===== config.mk =====
export PLATFORM = sky130hd
export DESIGN_NAME = regfile_sequencer_flat
export DESIGN_NICKNAME = d
export VERILOG_FILES = /design/src/rtl/rfseq_pkg.sv /design/src/rtl/regfile_sequencer_if.sv /design/src/rtl/rfseq_sel_decode.sv /design/src/rtl/regfile_sequencer.sv /design/src/flat_wrapper.sv
export SDC_FILE = /design/constraint.sdc
export NUM_CORES = 1
export LEC_CHECK = 0
export ABC_AREA = 1
export BUFFER_PORTS_ARGS = -buffer_cell sky130_fd_sc_hd__buf_2
export CAP_MARGIN = 10
export CORE_ASPECT_RATIO = 1.75
export CORE_MARGIN = 1.5
export CORE_UTILIZATION = 47
export DETAILED_ROUTE_END_ITERATION = 8
export GPL_ROUTABILITY_DRIVEN = 0
export MAX_ROUTING_LAYER = met4
export PLACE_DENSITY_LB_ADDON = 0.25
export SLEW_MARGIN = 10
export SYNTH_ARGS = -nofsm -noshare
export SYNTH_HDL_FRONTEND = slang
export SYNTH_SLANG_ARGS = --single-unit

===== constraint.sdc =====
create_clock -name Clock -period 1.4 [get_ports Clock]
set_input_delay 0.28 -clock Clock [delete_from_list [all_inputs] [get_ports Clock]]
set_output_delay 0.28 -clock Clock [all_outputs]
set_load 0.01 [all_outputs]

===== src/rtl/rfseq_pkg.sv =====
// rtl/rfseq_pkg.sv - shared constants, state encoding and select decode for regfile_sequencer
// Contents: opcode constants, FunSel constants, FSM state enum, NONE_SEL,
//           addr_to_sel() mapping a 3-bit register address to active-low (RegSel, ScrSel).
package rfseq_pkg;

  localparam logic [2:0] OP_NOP = 3'b000;
  localparam logic [2:0] OP_CLR = 3'b001;
  localparam logic [2:0] OP_LDI = 3'b010;
  localparam logic [2:0] OP_INC = 3'b011;
  localparam logic [2:0] OP_DEC = 3'b100;
  localparam logic [2:0] OP_MOV = 3'b101;
  localparam logic [2:0] OP_SWP = 3'b110;
  localparam logic [2:0] OP_ILL = 3'b111;

  localparam logic [2:0] FS_DEC   = 3'b000;
  localparam logic [2:0] FS_INC   = 3'b001;
  localparam logic [2:0] FS_LOAD  = 3'b010;
  localparam logic [2:0] FS_CLEAR = 3'b011;

  localparam logic [3:0] NONE_SEL = 4'b1111;

  typedef enum logic [2:0] {
    ST_IDLE   = 3'd0,
    ST_EXEC   = 3'd1,
    ST_SWP_RD = 3'd2,
    ST_SWP_W1 = 3'd3,
    ST_SWP_W2 = 3'd4
  } state_t;

  typedef struct packed {
    logic [3:0] regsel;
    logic [3:0] scrsel;
  } sel_pair_t;

  // Address 0..3 -> R1..R4 on RegSel bit3..bit0; 4..7 -> S1..S4 on ScrSel bit3..bit0.
  function automatic sel_pair_t addr_to_sel(input logic [2:0] addr);
    sel_pair_t  p;
    logic [3:0] cold;
    cold     = ~(4'b1000 >> addr[1:0]);
    p.regsel = addr[2] ? NONE_SEL : cold;
    p.scrsel = addr[2] ? cold : NONE_SEL;
    return p;
  endfunction

endpackage


===== src/rtl/regfile_sequencer_if.sv =====
// rtl/regfile_sequencer_if.sv - command handshake bundle between decoder and sequencer
// Signals: cmd_valid/cmd_ready handshake, cmd_op/cmd_dst/cmd_src/cmd_imm payload,
//          done/err completion pulses. master = decoder side, slave = sequencer side.
interface regfile_sequencer_if #(
  parameter int DATA_W = 16
);
  logic              cmd_valid;
  logic              cmd_ready;
  logic [2:0]        cmd_op;
  logic [2:0]        cmd_dst;
  logic [2:0]        cmd_src;
  logic [DATA_W-1:0] cmd_imm;
  logic              done;
  logic              err;

  modport master (
    output cmd_valid, cmd_op, cmd_dst, cmd_src, cmd_imm,
    input  cmd_ready, done, err
  );

  modport slave (
    input  cmd_valid, cmd_op, cmd_dst, cmd_src, cmd_imm,
    output cmd_ready, done, err
  );
endinterface


===== src/rtl/rfseq_sel_decode.sv =====
// rtl/rfseq_sel_decode.sv - write-address to active-low RegSel/ScrSel decode
// Ports: wr_en (1 = strobe one select low), wr_addr (3-bit register address),
//        regsel/scrsel (active-low one-cold selects, 1111 when wr_en is 0).
module rfseq_sel_decode
  import rfseq_pkg::*;
(
  input  logic       wr_en,
  input  logic [2:0] wr_addr,
  output logic [3:0] regsel,
  output logic [3:0] scrsel
);

  sel_pair_t pair;

  always_comb begin
    pair = addr_to_sel(wr_addr);
    if (!wr_en) pair = {NONE_SEL, NONE_SEL};
  end

  assign regsel = pair.regsel;
  assign scrsel = pair.scrsel;

endmodule


===== src/rtl/regfile_sequencer.sv =====
// rtl/regfile_sequencer.sv - micro-op sequencer driving the 8-entry register file
// Ports: Clock, Reset (sync, active-low), cmd (slave command handshake),
//        FunSel/RegSel/ScrSel/OutASel/OutBSel (registered regfile controls),
//        I (combinational write data), OutA/OutB (regfile read ports).
// Optional: RFSEQ_STATS_EN adds cmd_count (16-bit) and swp_count (8-bit) saturating counters.
module regfile_sequencer
  import rfseq_pkg::*;
#(
  parameter int DATA_W = 16
) (
  input  logic              Clock,
  input  logic              Reset,
  regfile_sequencer_if.slave cmd,
  output logic [2:0]        FunSel,
  output logic [3:0]        RegSel,
  output logic [3:0]        ScrSel,
  output logic [2:0]        OutASel,
  output logic [2:0]        OutBSel,
  output logic [DATA_W-1:0] I,
  input  logic [DATA_W-1:0] OutA,
  input  logic [DATA_W-1:0] OutB
`ifdef RFSEQ_STATS_EN
  ,
  output logic [15:0]       cmd_count,
  output logic [7:0]        swp_count
`endif
);

  state_t            state, state_n;
  logic [2:0]        op_q, src_q, dst_q;
  logic [DATA_W-1:0] imm_q, tmp_a, tmp_b;

  logic              accept;
  logic              wr_en;
  logic [2:0]        wr_addr;
  logic [2:0]        funsel_n, asel_n, bsel_n;
  logic              done_n, err_n;
  logic [3:0]        regsel_n, scrsel_n;

  assign accept = (state == ST_IDLE) && cmd.cmd_ready && cmd.cmd_valid;

  // Next-state and next-output logic; outputs are registered so the values
  // computed here appear during the state being entered.
  always_comb begin
    state_n  = state;
    wr_en    = 1'b0;
    wr_addr  = dst_q;
    funsel_n = FS_LOAD;
    asel_n   = OutASel;
    bsel_n   = OutBSel;
    done_n   = 1'b0;
    err_n    = 1'b0;
    case (state)
      ST_IDLE: begin
        if (accept) begin
          wr_addr = cmd.cmd_dst;
          if (cmd.cmd_op == OP_SWP && cmd.cmd_src != cmd.cmd_dst) begin
            state_n = ST_SWP_RD;
            asel_n  = cmd.cmd_src;
            bsel_n  = cmd.cmd_dst;
          end else begin
            // Degenerate swap (src == dst) falls into the no-write default below.
            state_n = ST_EXEC;
            done_n  = 1'b1;
            err_n   = (cmd.cmd_op == OP_ILL);
            case (cmd.cmd_op)
              OP_CLR: begin wr_en = 1'b1; funsel_n = FS_CLEAR; end
              OP_LDI: begin wr_en = 1'b1; funsel_n = FS_LOAD;  end
              OP_INC: begin wr_en = 1'b1; funsel_n = FS_INC;   end
              OP_DEC: begin wr_en = 1'b1; funsel_n = FS_DEC;   end
              OP_MOV: begin wr_en = 1'b1; funsel_n = FS_LOAD; asel_n = cmd.cmd_src; end
              default: ;
            endcase
          end
        end
      end
      ST_EXEC:   state_n = ST_IDLE;
      ST_SWP_RD: begin
        state_n = ST_SWP_W1;
        wr_en   = 1'b1;
        wr_addr = dst_q;
      end
      ST_SWP_W1: begin
        state_n = ST_SWP_W2;
        wr_en   = 1'b1;
        wr_addr = src_q;
        done_n  = 1'b1;
      end
      ST_SWP_W2: state_n = ST_IDLE;
      default:   state_n = ST_IDLE;
    endcase
  end

  rfseq_sel_decode u_sel_decode (
    .wr_en   (wr_en),
    .wr_addr (wr_addr),
    .regsel  (regsel_n),
    .scrsel  (scrsel_n)
  );

  always_ff @(posedge Clock) begin
    if (!Reset) begin
      state         <= ST_IDLE;
      cmd.cmd_ready <= 1'b0;
      cmd.done      <= 1'b0;
      cmd.err       <= 1'b0;
      FunSel        <= FS_LOAD;
      RegSel        <= NONE_SEL;
      ScrSel        <= NONE_SEL;
      OutASel       <= '0;
      OutBSel       <= '0;
      op_q          <= OP_NOP;
      src_q         <= '0;
      dst_q         <= '0;
      imm_q         <= '0;
      tmp_a         <= '0;
      tmp_b         <= '0;
    end else begin
      state         <= state_n;
      cmd.cmd_ready <= (state_n == ST_IDLE);
      cmd.done      <= done_n;
      cmd.err       <= err_n;
      FunSel        <= funsel_n;
      RegSel        <= regsel_n;
      ScrSel        <= scrsel_n;
      OutASel       <= asel_n;
      OutBSel       <= bsel_n;
      if (accept) begin
        op_q  <= cmd.cmd_op;
        src_q <= cmd.cmd_src;
        dst_q <= cmd.cmd_dst;
        imm_q <= cmd.cmd_imm;
      end
      // Both operands are read in SWP_RD so the first write cannot corrupt the second.
      if (state == ST_SWP_RD) begin
        tmp_a <= OutA;
        tmp_b <= OutB;
      end
    end
  end

  always_comb begin
    I = '0;
    case (state)
      ST_EXEC: begin
        if (op_q == OP_MOV)      I = OutA;
        else if (op_q == OP_LDI) I = imm_q;
      end
      ST_SWP_W1: I = tmp_a;
      ST_SWP_W2: I = tmp_b;
      default:   I = '0;
    endcase
  end

`ifdef RFSEQ_STATS_EN
  always_ff @(posedge Clock) begin
    if (!Reset) begin
      cmd_count <= '0;
      swp_count <= '0;
    end else begin
      if (cmd.done && cmd_count != 16'hFFFF) cmd_count <= cmd_count + 16'd1;
      if (cmd.done && state == ST_SWP_W2 && swp_count != 8'hFF) swp_count <= swp_count + 8'd1;
    end
  end
`endif

endmodule


===== src/flat_wrapper.sv =====
// flat-port wrapper written by rule: the top's interface ports become plain ports
module regfile_sequencer_flat import rfseq_pkg::*;
#(
  parameter int DATA_W = 16
)
  (Clock, Reset, FunSel, RegSel, ScrSel, OutASel, OutBSel, I, OutA, OutB, cmd_cmd_valid, cmd_cmd_op, cmd_cmd_dst, cmd_cmd_src, cmd_cmd_imm, cmd_cmd_ready, cmd_done, cmd_err);
  regfile_sequencer_if #(.DATA_W(DATA_W)) cmd_i ();
  input  logic Clock;
  input  logic Reset;
  output logic [2:0] FunSel;
  output logic [3:0] RegSel;
  output logic [3:0] ScrSel;
  output logic [2:0] OutASel;
  output logic [2:0] OutBSel;
  output logic [DATA_W-1:0] I;
  input  logic [DATA_W-1:0] OutA;
  input  logic [DATA_W-1:0] OutB;
  input wire logic [$bits(cmd_i.cmd_valid)-1:0] cmd_cmd_valid;
  input wire logic [$bits(cmd_i.cmd_op)-1:0] cmd_cmd_op;
  input wire logic [$bits(cmd_i.cmd_dst)-1:0] cmd_cmd_dst;
  input wire logic [$bits(cmd_i.cmd_src)-1:0] cmd_cmd_src;
  input wire logic [$bits(cmd_i.cmd_imm)-1:0] cmd_cmd_imm;
  output wire logic [$bits(cmd_i.cmd_ready)-1:0] cmd_cmd_ready;
  output wire logic [$bits(cmd_i.done)-1:0] cmd_done;
  output wire logic [$bits(cmd_i.err)-1:0] cmd_err;
  assign cmd_i.cmd_valid = cmd_cmd_valid;
  assign cmd_i.cmd_op = cmd_cmd_op;
  assign cmd_i.cmd_dst = cmd_cmd_dst;
  assign cmd_i.cmd_src = cmd_cmd_src;
  assign cmd_i.cmd_imm = cmd_cmd_imm;
  assign cmd_cmd_ready = cmd_i.cmd_ready;
  assign cmd_done = cmd_i.done;
  assign cmd_err = cmd_i.err;
  regfile_sequencer #(.DATA_W(DATA_W)) u_core (.Clock(Clock), .Reset(Reset), .cmd(cmd_i), .FunSel(FunSel), .RegSel(RegSel), .ScrSel(ScrSel), .OutASel(OutASel), .OutBSel(OutBSel), .I(I), .OutA(OutA), .OutB(OutB));
endmodule

== After elaboration in Yosys (flattened, before gate mapping) ==
Index checks and enable logic that the tools add are counted.

* Register bits after elaboration: 80
* Input bits: 60
* Output and inout port bits: 36
* Word-level logic and storage cells: 66

* Equality and inequality tests: 14
* Shift-type cells: 1
* Mux-type cells: 18
* Bitwise logic cells: 5
* Reduce and logical (&&, ||, !) cells: 13

{| class="wikitable"
|+ Operator list
! cell !! number
|-
| $pmux W16 S3 || 1
|-
| $mux W16 || 2
|-
| $eq A3 B3 Y1 const B || 6
|-
| $eq A3 B2 Y1 const B || 5
|-
| $mux W3 || 4
|-
| $pmux W3 S3 || 1
|-
| $reduce_and A3 Y1 || 3
|-
| $eq A3 B1 Y1 const B || 2
|-
| $logic_not A3 Y1 || 2
|-
| $pmux W2 S3 || 1
|-
| $pmux W3 S2 || 1
|-
| $mux W1 || 5
|-
| $reduce_or A5 Y1 || 1
|-
| $not A1 Y1 || 4
|-
| $not A4 Y4 || 1
|-
| $pmux W1 S2 || 2
|-
| $reduce_or A4 Y1 || 1
|-
| $shr A4 B2 Y4 const A || 1
|-
| $logic_and A1 B1 Y1 || 3
|-
| $ne A3 B3 Y1 || 1
|-
| $reduce_or A3 Y1 || 1
|-
| $mux W2 || 1
|-
| $reduce_bool A2 Y1 || 1
|-
| $reduce_or A2 Y1 || 1
|}

== Longest topological paths before layout ==
* Depth in word-level cells: 8
* Mapped depth: 11
* Gate-level depth less buffers: 10

== Hierarchy ==
A second synthesis with hierarchy kept.

* Cell total of the unflattened synthesis: 457
* Area, all modules: 3,429.5 um^2

{| class="wikitable"
|+ Modules (own cells, without submodules)
! module !! instances !! cells each !! area each (um^2) !! seq. area each (um^2)
|-
| regfile_sequencer || 1 || 438 || 3,355.7 || 1,581.5
|-
| rfseq_sel_decode || 1 || 19 || 73.8 || 0.0
|}

== Worst setup path after synthesis ==
No wires, ideal clock.

* Path type: register to output
* Start point: register u_core.state[0]
* End point: output I[10]
* Arrival time: 1.195 ns
* Data required time: 1.120 ns
* Path slack: -0.075 ns
* Stages on the path, launching flop included: 5
* Path buffers: 2
* Cells stage by stage: dfxtp_1 nand3_2 buf_6 clkbuf_1 o221ai_1

* Word-level cells in the longest chain between the ends: 2
* Elaborated cells between the ends (all ways): 4
* Classes of those cells: eq/ne (3); mux (1)

{| class="wikitable"
|+ Ends and longest elaborated chain
! item !! RTL line !! text
|-
| from (decl) || regfile_sequencer.sv:29 || <nowiki>state_t state, state_n;</nowiki>
|-
| from (signal assigned) || regfile_sequencer.sv:119 || <nowiki>state <= state_n;</nowiki>
|-
| $eq A3 B3 Y1 (tied with other cells) || regfile_sequencer.sv:144 || <nowiki>case (state)</nowiki>
|-
| $pmux W16 S3 (*) || regfile_sequencer.sv:144 ||
|-
| to (decl) || flat_wrapper.sv:15 || <nowiki>output logic [DATA_W-1:0] I;</nowiki>
|}

Every way passes the cells marked *; elsewhere a longest branch is shown, timed or not.

== Worst setup path after layout ==
* Start point: register u_core.op_q[1]
* End point: output I[2]

* Word-level cells in the longest chain between the ends: 4
* Elaborated cells between the ends (all ways): 5
* Classes of those cells: eq/ne (2); mux (3)

{| class="wikitable"
|+ Ends and longest elaborated chain
! item !! RTL line !! text
|-
| from (decl) || regfile_sequencer.sv:30 || <nowiki>logic [2:0] op_q, src_q, dst_q;</nowiki>
|-
| from (signal assigned) || regfile_sequencer.sv:129 || <nowiki>op_q <= cmd.cmd_op;</nowiki>
|-
| $eq A3 B2 Y1 || regfile_sequencer.sv:147 || <nowiki>else if (op_q == OP_LDI) I = imm_q;</nowiki>
|-
| $mux W16 || regfile_sequencer.sv:147 ||
|-
| $mux W16 (*) || regfile_sequencer.sv:146 || <nowiki>if (op_q == OP_MOV) I = OutA;</nowiki>
|-
| $pmux W16 S3 (*) || regfile_sequencer.sv:144 ||
|}

Marked as above.

==> metrics <==
Post-Route WL=8873 um; DP HPWL=between 6000 and 7000 um; final setup vio count=25; DIE HEIGHT=115.8 um; Die X-Extent=67.46 um; failing checks=negative setup slack; core box area=7131 um2; Die ar.=7811 um2; mux contribution to synthesized area=0%; fillcell total=621; initial DRC count=180; gr usage total=between 20% and 30%; Ys Warns=0; peak supply drop=0.0009852 V; vias per inst=5.144; Compound-Gate Fraction of Synth Area=a little over a fifth; Top FF cell, synth=dfxtp_1; design internal power=3795 uW; TritonCTS Sinks=between 70 and 80; Mapped Avg Cell Area=roughly 7.6 um2; Synth Area in Adders=0%; Hold Vio Cnt, Final=0; final core occ=66.42%; Gate power share=approximately 14%; PortBufs=between 90 and 100; Post-synth EDFFs=0; DRC=0; CTS max path bufs=2; Final Critical Period=1.766 ns; sequential share of power=46.4%; vias in the first global route=3,213; crit share post-route=126.2%; number of cells produced by synthesis=449; area post-placement=4156 um2; final std cells w/o fill=653; pwr dens=1073 nW/um2; dominant cells by area after synthesis=dfxtp_1, inv_1, o21ai_0; cts hold-fix bufs=0; initial antenna violation count=0; Clock Skews=between 0.003 and 0.004 ns; Simple-Gate Fraction of Synth Area=between 15 and 20%; post-route ant nets=0; Yosys top cell area share=46.28%; syn_nets=509; status=finished with violations; clk_lat worst skew=0.33 ns; largest family of logic cells by synthesized area=compound AO/OA/AOI/OAI gates; CTS clock-pin slew for the worst setup and hold paths=0.06 ns; CP max FO=16; Initial Util=47.92%; Post-Syn Area=3417 um2; CP startpoint kind=flip-flop; I/O pin cnt=between 90 and 100; wire per inst=13.59 um; first-pass GRT wire length=~14,000 um; max-slew violations=0; Root Buffer Master=clkbuf_16; Final Cell Area=between 4000 and 5000 um2; minimum hold slack=0.1671 ns; CTS tree=done; MaxCap Viol Count=0; Max H-tree Level=3; total CTS buffers=9; Remaining Overflow, GRT=0; area delta synth->final=38.59%; Synth Area in XOR/XNOR=less than 1%; vias post-DR=3,359; fraction of layout cells with a size suffix above 1=a little under two fifths; maximum clock frequency=approximately 0.57 GHz; Total Nets Final=622; Static Leak=0.002032 uW; register bit count reported by yosys=79; Switching Power=roughly 1300 uW; RSZ-0062 raised after global routing=true; Synth cell types=28; crit end category=primary output; power share of the clock group=40.1%; number of core rows=41; asr flop ratio synth=0%; Critical Path AT=between 1 and 1.5 ns; Sw Ratio=25.31%; commonest non-fill, non-tap cell in the layout=buf_2; dominant cell type by area after synthesis=dfxtp_1; DP Worst Slack=-0.05606 ns; worst endpoint required time=approximately 1.1 ns; DRT Pass-1 Iters=4; setup ws final=-0.3664 ns; most frequent cells in the layout=buf_2, inv_1, dfxtp_1; post-synthesis sequential area ratio=46.28%; Tightest Hold Check Type=in2reg; largest net degree at the start of global routing=33; Worst Path Class, Setup=reg2out; n_diodes=0; cell total after placement=around 630
## flip-flops by register name, summed over array words and instances (netlist names)
name                  flops
u_core.imm_q             16
u_core.tmp_a             16
u_core.tmp_b             16
u_core.RegSel             4
u_core.ScrSel             4
u_core.OutASel            3
u_core.OutBSel            3
u_core.dst_q              3
u_core.op_q               3
u_core.src_q              3
u_core.state              3
u_core.FunSel             2
u_core.cmd.cmd_ready      1
u_core.cmd.done           1
u_core.cmd.err            1
## logic make-up after synthesis
logic type      after synthesis
compound gates              124
buf+inv                     122
simple gates                120
flops                        79
xor+xnor                      3
other cells                   1
## what timing repair did
| item | 4_1_cts | 5_1_grt |
|---|---|---|
| setup buffers | 2 | 2 |
| pin swaps | 3 | 17 |
| gates resized for setup | 33 | 38 |
| gates cloned | 1 | 1 |
| endpoints found under the setup margin | 24 | 41 |
## path summary, 6_finish.rpt
check	from	end	slack [ns]	cells past startpoint
max	u_core.op_q[1]	I[2]	-0.37	7
max reg2reg	u_core.state[1]	u_core.ScrSel[0]	-0.04	10
min reg2reg	u_core.imm_q[6]	u_core.imm_q[6]	0.47	2
min	OutB[8]	u_core.tmp_b[8]	0.17	3
## Yosys cell counts (3+ instances only)
| cell type | instances |
|---|---|
| a21oi_1 | 28 |
| buf_2 | 10 |
| buf_6 | 3 |
| clkbuf_1 | 10 |
| dfxtp_1 | 79 |
| inv_1 | 94 |
| nand2_1 | 53 |
| nand2_2 | 8 |
| nand3_1 | 25 |
| nand3_2 | 4 |
| nand4_1 | 4 |
| nor2_1 | 20 |
| nor2_4 | 3 |
| o21ai_0 | 40 |
| o21ai_1 | 5 |
| o221ai_1 | 16 |
| o22ai_1 | 32 |
| xnor2_1 | 3 |
## layer usage
metal | global-route usage (%) | share of wire (%)
met1 | 26.03 | 39
met2 | 40.86 | 53
met3 | 3.786 | 4.8
met4 | 14.42 | 3.5
met5 | - | 0
## cell type report
type / instances / area, um2 / area share (%)
Multi-Input combinational cell: 248 / 1625 / 34.32
Sequential cell: 79 / 1592 / 33.61
Timing Repair Buffer: 126 / 783.3 / 16.54
Inverter: 98 / 370.4 / 7.820
Clock buffer: 11 / 232.7 / 4.914
Tap cell: 86 / 107.6 / 2.272
Clock inverter: 5 / 25.02 / 0.5284
## metrics by stage
step | total power, uW | setup TNS, ns
after floorplan | 2752 | 0
after global routing | 5275 | -7.879
after detailed placement | 2981 | -0.6051
final | 5082 | -5.522
after CTS | 5049 | -4.895
after global placement | 2964 | -0.02548
## power groups by stage
stage	logic (uW)	registers [uW]	clock network [uW]
2_1_floorplan	343	2410	0
3_3_place_gp	561	2400	0
3_5_place_dp	575	2410	0
4_1_cts	622	2360	2070
5_1_grt	761	2360	2150
6_report	687	2360	2040
## worst max-delay path, cell delays in order (launching register included)
cell and delay, ns:
dfxtp_2 0.31, inv_2 0.06, nand3_1 0.10, buf_8 0.18, o22ai_2 0.15, nand2_1 0.07, o221ai_1 0.09, buf_2 0.18
(Power assumes the default switching activity.)
